### config.mk
export PLATFORM = sky130hd
export DESIGN_NAME = read_control
export DESIGN_NICKNAME = d
export VERILOG_FILES = /design/src/rtl/read_control_pkg.sv /design/src/rtl/read_control_arbiter.sv /design/src/rtl/read_control.sv
export SDC_FILE = /design/constraint.sdc
export NUM_CORES = 2
export LEC_CHECK = 0
export ABC_AREA = 0
export CORE_AREA = 5 5 718 720
export CTS_CLUSTER_DIAMETER = 40
export CTS_CLUSTER_SIZE = 12
export DETAILED_ROUTE_END_ITERATION = 7
export DIE_AREA = 0 0 723 725
export HOLD_SLACK_MARGIN = 0.03
export SETUP_SLACK_MARGIN = 0.4
export SLEW_MARGIN = 5
export SYNTH_ARGS = -nofsm -noshare
export SYNTH_HDL_FRONTEND = slang
export SYNTH_SLANG_ARGS = --single-unit
### constraint.sdc
create_clock -name clk -period 2.8 [get_ports clk]
set_input_delay 0.56 -clock clk [delete_from_list [all_inputs] [get_ports clk]]
set_output_delay 0.56 -clock clk [all_outputs]
set_load 0.03 [all_outputs]
### src/rtl/read_control_pkg.sv
// read_control_pkg
//   Shared constants, types and helpers for the image-pool read path.
//   Client ids, pool geometry, derived bus widths, the return-tag
//   layout and two small combinational helpers.
package read_control_pkg;

  // Pool geometry
  localparam int IMG_GRP_NUM     = 3;
  localparam int ROW_PARA        = 4;
  localparam int CHL_PARA        = 8;
  localparam int BANK_ADDR_WIDTH = 12;
  localparam int BANK_UNIT_WIDTH = 8;
  localparam int RAM_LATENCY     = 2;

  // Read clients
  localparam int RD_CLI_CONV = 0;
  localparam int RD_CLI_MISC = 1;
  localparam int RD_CLI_SAVE = 2;
  localparam int RD_CLI_NUM  = 3;
  localparam int RD_CLI_ID_W = 2;

  // Derived widths
  localparam int IMG_BANK_WIDTH = BANK_UNIT_WIDTH * CHL_PARA;
  localparam int IMG_DATA_WIDTH = ROW_PARA * IMG_BANK_WIDTH;
  localparam int IMG_ADDR_WIDTH = ROW_PARA * BANK_ADDR_WIDTH;

  // One tag stage per cycle between the issue register and the cycle
  // in which the pool data for that issue is present on read_data_i.
  localparam int TAG_DEPTH = RAM_LATENCY + 1;

  typedef logic [RD_CLI_ID_W-1:0] cli_id_t;
  typedef logic [IMG_GRP_NUM-1:0] grp_sel_t;

  typedef struct packed {
    logic                valid;
    cli_id_t             cli;
    logic [ROW_PARA-1:0] bank_en;
  } rd_tag_t;

  // Round-robin successor: conv -> misc -> save -> conv
  function automatic cli_id_t next_cli(input cli_id_t id);
    return (id == cli_id_t'(RD_CLI_NUM - 1)) ? '0 : id + cli_id_t'(1);
  endfunction

  // Exactly one group bit set; zero or several bits means no request
  function automatic logic is_onehot(input grp_sel_t v);
    return (v != '0) && ((v & (v - grp_sel_t'(1))) == '0);
  endfunction

endpackage

### src/rtl/read_control_arbiter.sv
// read_arbiter
//   Per-group read engine: round-robin grant over the three clients,
//   issue registers towards the pool and the return-tag shift register.
// Ports
//   clk, rst_n     clock, asynchronous active-low reset
//   i_req          per-client request targeting this group (already one-hot filtered)
//   i_bank_en      per-client bank enables
//   i_addr         per-client per-bank addresses
//   i_read_data    this group's pool data
//   o_grant        per-client grant this cycle (combinational)
//   o_bank_en      registered bank enables to the pool
//   o_addr         registered addresses to the pool (hold when idle)
//   o_ret_valid    per-client return strobe, aligned with i_read_data
//   o_ret_data     i_read_data with disabled banks zeroed
module read_arbiter
  import read_control_pkg::*;
(
  input  logic                                     clk,
  input  logic                                     rst_n,
  input  logic [RD_CLI_NUM-1:0]                    i_req,
  input  logic [RD_CLI_NUM-1:0][ROW_PARA-1:0]      i_bank_en,
  input  logic [RD_CLI_NUM-1:0][IMG_ADDR_WIDTH-1:0] i_addr,
  input  logic [IMG_DATA_WIDTH-1:0]                i_read_data,
  output logic [RD_CLI_NUM-1:0]                    o_grant,
  output logic [ROW_PARA-1:0]                      o_bank_en,
  output logic [IMG_ADDR_WIDTH-1:0]                o_addr,
  output logic [RD_CLI_NUM-1:0]                    o_ret_valid,
  output logic [IMG_DATA_WIDTH-1:0]                o_ret_data
);

  cli_id_t                   r_ptr;
  logic [ROW_PARA-1:0]       r_bank_en;
  logic [IMG_ADDR_WIDTH-1:0] r_addr;
  rd_tag_t                   r_tag [TAG_DEPTH];

  logic [RD_CLI_NUM-1:0]     w_grant;
  cli_id_t                   w_win;
  cli_id_t                   w_idx;
  logic                      w_found;
  rd_tag_t                   w_ret_tag;

  // Search starts at the pointer; first requester found wins.
  always_comb begin
    w_grant = '0;
    w_win   = r_ptr;
    w_found = 1'b0;
    w_idx   = r_ptr;
    for (int k = 0; k < RD_CLI_NUM; k++) begin
      if (!w_found && i_req[w_idx]) begin
        w_grant[w_idx] = 1'b1;
        w_win          = w_idx;
        w_found        = 1'b1;
      end
      w_idx = next_cli(w_idx);
    end
  end

  assign o_grant   = w_grant;
  assign o_bank_en = r_bank_en;
  assign o_addr    = r_addr;

  always_ff @(posedge clk or negedge rst_n) begin
    if (!rst_n) begin
      r_ptr     <= cli_id_t'(RD_CLI_CONV);
      r_bank_en <= '0;
      r_addr    <= '0;
      for (int i = 0; i < TAG_DEPTH; i++) r_tag[i] <= '0;
    end else begin
      if (w_found) begin
        r_ptr     <= next_cli(w_win);
        r_bank_en <= i_bank_en[w_win];
        r_addr    <= i_addr[w_win];
      end else begin
        // Idle: no banks enabled, address left where it was
        r_bank_en <= '0;
      end
      r_tag[0].valid   <= w_found;
      r_tag[0].cli     <= w_win;
      r_tag[0].bank_en <= w_found ? i_bank_en[w_win] : '0;
      for (int i = 1; i < TAG_DEPTH; i++) r_tag[i] <= r_tag[i-1];
    end
  end

  // Last tag stage lines up with the pool data of the same read
  always_comb begin
    w_ret_tag   = r_tag[TAG_DEPTH-1];
    o_ret_valid = '0;
    o_ret_data  = '0;
    for (int c = 0; c < RD_CLI_NUM; c++)
      o_ret_valid[c] = w_ret_tag.valid && (w_ret_tag.cli == cli_id_t'(c));
    for (int b = 0; b < ROW_PARA; b++)
      if (w_ret_tag.bank_en[b])
        o_ret_data[b*IMG_BANK_WIDTH +: IMG_BANK_WIDTH] = i_read_data[b*IMG_BANK_WIDTH +: IMG_BANK_WIDTH];
  end

endmodule

### src/rtl/read_control.sv
// read_control
//   Read-side front end of the image memory pool. Arbitrates conv, misc
//   and save read requests per image group, drives bank enables and
//   addresses to the pool and routes returned data to the requester
//   RAM_LATENCY+2 cycles after acceptance.
// Ports
//   clk, rst_n                 clock, asynchronous active-low reset
//   {c}_read_group_id_i        one-hot target group, zero = idle
//   {c}_read_bank_en_i         banks to read
//   {c}_read_addr_i            per-bank addresses
//   {c}_read_ready_o           request accepted this cycle
//   {c}_read_valid_o           one-cycle return strobe
//   {c}_read_data_o            returned data, disabled banks zero
//   read_bank_en_o/read_addr_o to the pool, group g at slice g
//   read_data_i                from the pool, group g at slice g
//
// Handshake: a request is a one-hot group_id held stable together with
// bank_en/addr until ready_o is high; the cycle where both are high is
// the accept. ready_o is combinational from the requests and never
// depends on valid_o. Returns carry no back-pressure: valid_o is a
// single-cycle strobe the client must consume.
module read_control
  import read_control_pkg::*;
(
  input  logic                                  clk,
  input  logic                                  rst_n,
  input  logic [IMG_GRP_NUM-1:0]                conv_read_group_id_i,
  input  logic [ROW_PARA-1:0]                   conv_read_bank_en_i,
  input  logic [IMG_ADDR_WIDTH-1:0]             conv_read_addr_i,
  output logic                                  conv_read_ready_o,
  output logic                                  conv_read_valid_o,
  output logic [IMG_DATA_WIDTH-1:0]             conv_read_data_o,
  input  logic [IMG_GRP_NUM-1:0]                misc_read_group_id_i,
  input  logic [ROW_PARA-1:0]                   misc_read_bank_en_i,
  input  logic [IMG_ADDR_WIDTH-1:0]             misc_read_addr_i,
  output logic                                  misc_read_ready_o,
  output logic                                  misc_read_valid_o,
  output logic [IMG_DATA_WIDTH-1:0]             misc_read_data_o,
  input  logic [IMG_GRP_NUM-1:0]                save_read_group_id_i,
  input  logic [ROW_PARA-1:0]                   save_read_bank_en_i,
  input  logic [IMG_ADDR_WIDTH-1:0]             save_read_addr_i,
  output logic                                  save_read_ready_o,
  output logic                                  save_read_valid_o,
  output logic [IMG_DATA_WIDTH-1:0]             save_read_data_o,
  output logic [IMG_GRP_NUM*ROW_PARA-1:0]       read_bank_en_o,
  output logic [IMG_GRP_NUM*IMG_ADDR_WIDTH-1:0] read_addr_o,
  input  logic [IMG_GRP_NUM*IMG_DATA_WIDTH-1:0] read_data_i
);

  logic [RD_CLI_NUM-1:0][IMG_GRP_NUM-1:0]    w_gid;
  logic [RD_CLI_NUM-1:0][ROW_PARA-1:0]       w_bank_en;
  logic [RD_CLI_NUM-1:0][IMG_ADDR_WIDTH-1:0] w_addr;
  logic [IMG_GRP_NUM-1:0][RD_CLI_NUM-1:0]    w_grp_req;
  logic [IMG_GRP_NUM-1:0][RD_CLI_NUM-1:0]    w_grant;
  logic [IMG_GRP_NUM-1:0][RD_CLI_NUM-1:0]    w_ret_valid;
  logic [IMG_GRP_NUM-1:0][IMG_DATA_WIDTH-1:0] w_ret_data;
  logic [RD_CLI_NUM-1:0]                     w_ready;
  logic [RD_CLI_NUM-1:0]                     w_valid_nxt;
  logic [RD_CLI_NUM-1:0][IMG_DATA_WIDTH-1:0] w_data_nxt;

  logic [RD_CLI_NUM-1:0]                     r_valid;
  logic [RD_CLI_NUM-1:0][IMG_DATA_WIDTH-1:0] r_data;

  assign w_gid[RD_CLI_CONV]     = conv_read_group_id_i;
  assign w_gid[RD_CLI_MISC]     = misc_read_group_id_i;
  assign w_gid[RD_CLI_SAVE]     = save_read_group_id_i;
  assign w_bank_en[RD_CLI_CONV] = conv_read_bank_en_i;
  assign w_bank_en[RD_CLI_MISC] = misc_read_bank_en_i;
  assign w_bank_en[RD_CLI_SAVE] = save_read_bank_en_i;
  assign w_addr[RD_CLI_CONV]    = conv_read_addr_i;
  assign w_addr[RD_CLI_MISC]    = misc_read_addr_i;
  assign w_addr[RD_CLI_SAVE]    = save_read_addr_i;

  // Multi-hot group ids are dropped here so no group ever sees them
  always_comb begin
    w_grp_req = '0;
    for (int c = 0; c < RD_CLI_NUM; c++)
      for (int g = 0; g < IMG_GRP_NUM; g++)
        w_grp_req[g][c] = w_gid[c][g] & is_onehot(w_gid[c]);
  end

  for (genvar g = 0; g < IMG_GRP_NUM; g++) begin : g_grp
    read_arbiter u_arb (
      .clk         (clk),
      .rst_n       (rst_n),
      .i_req       (w_grp_req[g]),
      .i_bank_en   (w_bank_en),
      .i_addr      (w_addr),
      .i_read_data (read_data_i[g*IMG_DATA_WIDTH +: IMG_DATA_WIDTH]),
      .o_grant     (w_grant[g]),
      .o_bank_en   (read_bank_en_o[g*ROW_PARA +: ROW_PARA]),
      .o_addr      (read_addr_o[g*IMG_ADDR_WIDTH +: IMG_ADDR_WIDTH]),
      .o_ret_valid (w_ret_valid[g]),
      .o_ret_data  (w_ret_data[g])
    );
  end

  // A client is accepted by at most one group per cycle, so its return
  // strobes are one-hot across groups and a plain OR merges them.
  always_comb begin
    w_ready     = '0;
    w_valid_nxt = '0;
    w_data_nxt  = '0;
    for (int g = 0; g < IMG_GRP_NUM; g++)
      for (int c = 0; c < RD_CLI_NUM; c++) begin
        w_ready[c] = w_ready[c] | w_grant[g][c];
        if (w_ret_valid[g][c]) begin
          w_valid_nxt[c] = 1'b1;
          w_data_nxt[c]  = w_data_nxt[c] | w_ret_data[g];
        end
      end
    // Nothing is accepted while reset is asserted
    w_ready = w_ready & {RD_CLI_NUM{rst_n}};
  end

  always_ff @(posedge clk or negedge rst_n) begin
    if (!rst_n) begin
      r_valid <= '0;
      r_data  <= '0;
    end else begin
      r_valid <= w_valid_nxt;
      for (int c = 0; c < RD_CLI_NUM; c++)
        if (w_valid_nxt[c]) r_data[c] <= w_data_nxt[c];
    end
  end

  assign conv_read_ready_o = w_ready[RD_CLI_CONV];
  assign misc_read_ready_o = w_ready[RD_CLI_MISC];
  assign save_read_ready_o = w_ready[RD_CLI_SAVE];
  assign conv_read_valid_o = r_valid[RD_CLI_CONV];
  assign misc_read_valid_o = r_valid[RD_CLI_MISC];
  assign save_read_valid_o = r_valid[RD_CLI_SAVE];
  assign conv_read_data_o  = r_data[RD_CLI_CONV];
  assign misc_read_data_o  = r_data[RD_CLI_MISC];
  assign save_read_data_o  = r_data[RD_CLI_SAVE];

endmodule

==> results.sh <==
export IMPL_syn_area_um2=51900
export IMPL_htreeDepth=4
export IMPL_synthesis_nets=7121
export IMPL_die_w_um=723
export IMPL_power_leakage_uw=0.0373
export IMPL_drt_initial_drc_count=9334
export IMPL_cts_sinks=984
export IMPL_fillers=56408
export IMPL_synth_seq_area_share_pct=47.4
export IMPL_ir_drop_mv=0.601
export IMPL_setup_viol=3
export IMPL_worst_pin_slew_ns=1.04
export IMPL_r2r_slack_ns=0.50
export IMPL_synth_edff_count=0
export IMPL_ios=1865
export IMPL_root_buffer="clkbuf_16"
export IMPL_wire_per_inst_um=36.5
export IMPL_whs_ns=0.0573
export IMPL_grt_max_degree=123
export IMPL_cts_buffer_depth=4
export IMPL_rsz0062_at_grt="yes"
export IMPL_fmax_ghz=0.313
export IMPL_hold_path_class="input pin to async pin"
export IMPL_rows=262
export IMPL_place_congestion=0.957
export IMPL_grt_pass1_wl_um=691000
export IMPL_max_cap_violations=0
export IMPL_cp_slowest_cell="or4b_4"
export IMPL_wl_um=547000
export IMPL_fin_nets=8817
export IMPL_critical_path_class="flop to primary output"
export IMPL_final_max_slew_viol_count=0
export IMPL_port_buffers=1864
export IMPL_netlist_instances=6186
export IMPL_dp_hpwl_um=447000
export IMPL_hold_viol_final=0
export IMPL_slew_limit_headroom_pct=30.7
export IMPL_cts_tree="done"
export IMPL_area_growth_pct=73.1
export IMPL_synthSimpleGateAreaFrac_pct=29.8
export IMPL_ys_warn_count=0
export IMPL_post_route_drc_count=0
export IMPL_synth_top_family_by_area="simple AND/OR/NAND/NOR gates"
export IMPL_synth_compound_area_share_pct=15.1
export IMPL_coreArea_um2=508000
export IMPL_firstDrtPassIters=8
export IMPL_die_area_um2=524000
export IMPL_cts_buffers=218
export IMPL_gr_total_overflow=0
export IMPL_track_usage_pct=19.8
export IMPL_ys_async_sr_fraction_pct=100
export IMPL_synth_area_per_cell_um2=8.39
export IMPL_yosys_cell_types_count=54
export IMPL_drive_gt1_share_pct=15.5
export IMPL_die_y_um=725
export IMPL_critPathMaxFanout=2
export IMPL_status="finished, violations left"
export IMPL_period_minus_slack_ns=3.20
export IMPL_skew_ns=0.0871
export IMPL_final_util_pct=17.7
export IMPL_synth_top_flop_cell="dfrtp_1"
export IMPL_finalCritPeriodShare_pct=114
export IMPL_required_ns=2.24
export IMPL_first_global_vias=61693
export IMPL_endpoint_kind="primary output"
export IMPL_vias_per_cell=4.47
export IMPL_crit_arrival_ns=2.64
export IMPL_path_cells="or4b_4 > a221oi_4 > nor2_2 > o41a_1 > buf_6"
export IMPL_synth_seq_cells=984
export IMPL_final_antenna_net_count=0
export IMPL_power_density_nw_per_um2=1060
export IMPL_num_vias=66940
export IMPL_slowest_delay_ns=0.50
export IMPL_final_setup_worst_slack_ns=-0.398
export IMPL_antenna_found_initial=384
export IMPL_synthAdderAreaFrac_pct=0
export IMPL_violations="negative setup slack"
export IMPL_critPathLaunchType="flop"
export IMPL_clk_pin_slew_ns=0.05
export IMPL_synth_xor_area_share_pct=0
export IMPL_synth_mux_area_share_pct=2.01
export IMPL_start_util_pct=10.2
export IMPL_clock_latency_ns=0.94
[critical path: cells and delay by family, from the launching register on]
family	cells	cell delay, ns
buffers and inverters	1	0.17
DFF	1	0.37
AOI/OAI and AO/OA	2	0.65
and+or+nand+nor	2	0.56
[cells in the mapped netlist (15+ instances only)]
| cell | count | area (um2) |
|---|---|---|
| o21ai_1 | 15 | 75.1 |
| a21oi_1 | 91 | 455 |
| nand3_1 | 1959 | 9800 |
| buf_2 | 28 | 140 |
| nor2_1 | 561 | 2110 |
| clkbuf_1 | 652 | 2450 |
| a22oi_1 | 92 | 691 |
| o21ai_0 | 139 | 696 |
| mux2i_1 | 104 | 1040 |
| o22ai_1 | 120 | 751 |
| buf_4 | 21 | 158 |
| dfrtp_1 | 984 | 24600 |
| nand4_1 | 217 | 1360 |
| a41oi_1 | 434 | 3800 |
| nand2_1 | 498 | 1870 |
| a31oi_1 | 155 | 970 |
[state kept, by name, summed over array words and instances, names as in the netlist]
name                   cells
conv_read_data_o         256
misc_read_data_o         256
save_read_data_o         256
g_grp.u_arb.o_addr       144
g_grp.u_arb.r_tag         51
g_grp.u_arb.o_bank_en     12
g_grp.u_arb.r_ptr          6
r_valid                    3
[path summary, 6_finish.rpt]
kind / startpoint / to / cells after the start
worst min register to register: g_grp[2].u_arb.r_tag[13]$_DFF_PN0_ / g_grp[2].u_arb.r_tag[6]$_DFF_PN0_ / 0
worst min-delay path: rst_n / save_read_data_o[210]$_DFFE_PN0P_ / 4
worst max register to register: g_grp[0].u_arb.r_tag[5]$_DFF_PN0_ / misc_read_data_o[69]$_DFFE_PN0P_ / 6
worst max-delay path: g_grp[0].u_arb.r_ptr[0]$_DFFE_PN0P_ / conv_read_ready_o / 5
max in group asynchronous: rst_n / conv_read_data_o[57]$_DFFE_PN0P_ / 5
min in group clk: read_data_i[67] / conv_read_data_o[67]$_DFFE_PN0P_ / 3
[placed cells by master (no fill, tap or decap), types with 40 or more instances in the layout]
| cell type | instances |
|---|---|
| a21oi_1 | 88 |
| a22oi_1 | 92 |
| a31oi_1 | 155 |
| a41oi_1 | 434 |
| buf_12 | 116 |
| buf_2 | 40 |
| buf_4 | 347 |
| bufinv_16 | 40 |
| clkbuf_16 | 218 |
| clkbuf_8 | 42 |
| clkdlybuf4s15_2 | 251 |
| clkdlybuf4s50_1 | 924 |
| dfrtp_1 | 959 |
| diode_2 | 176 |
| dlymetal6s2s_1 | 456 |
| mux2i_1 | 104 |
| nand2_1 | 498 |
| nand3_1 | 1959 |
| nand4_1 | 217 |
| nor2_1 | 559 |
| o21ai_0 | 137 |
| o22ai_1 | 120 |
[report_power, final]
group          internal (uW)  switching [uW]  leakage [uW]
combinational          12600           30000        0.0212
clock                  19100           10000       0.00389
sequential             19300            4520        0.0122
[per-stage QoR]
step	worst slack (ns)	std cells	power, uW	TNS [ns]	instance area (um2)
finish	-0.398	14975	95500	-0.839	89800
global route	-0.534	14858	99000	-1.15	89500
CTS	-0.500	14795	96700	-1.07	88300
detailed placement	-0.816	14376	67800	-41.53	79800
global placement	-0.784	14376	67800	-38.27	79800
floorplan	0.213	6186	40400	0	51900
[logic make-up after synthesis]
kind of cell | after synthesis
and+or+nand+nor | 3280
AOI/OAI and AO/OA | 1085
DFF | 984
buffers and inverters | 733
muxes | 104
[routing by layer]
layer / routed length (um) / share of wire, % / vias to the layer above / global-route usage (%)
li1: - / - / 26801 / -
met1: 196000 / 36 / 33079 / 22.3
met2: 223000 / 41 / 5325 / 28.6
met3: 90300 / 17 / 1497 / 12.8
met4: 36500 / 6.7 / 238 / 10.1
met5: 1640 / 0.30 / - / 0
[cell type report]
| type | instances | area [um2] | area share, % |
|---|---|---|---|
| Sequential cell | 984 | 24700 | 27.5 |
| Multi-Input combinational cell | 4469 | 24600 | 27.3 |
| Timing Repair Buffer | 2198 | 23600 | 26.3 |
| Tap cell | 6732 | 8420 | 9.38 |
| Clock buffer | 272 | 6080 | 6.77 |
| Clock inverter | 133 | 2010 | 2.23 |
| Antenna cell | 176 | 440 | 0.490 |
| Inverter | 11 | 45.0 | 0.0501 |
[what timing repair did]
item | CTS | global route
endpoints found under the hold margin | 97 | 0
resized for setup | 1088 | 486
setup buffers | 11 | 4
pin swaps | 8 | 3
cloned | 2 | 0
hold buffers | 1 | 0
setup endpoints to repair | 799 | 488
No activity file was read; power rests on OpenSTA's default activity.
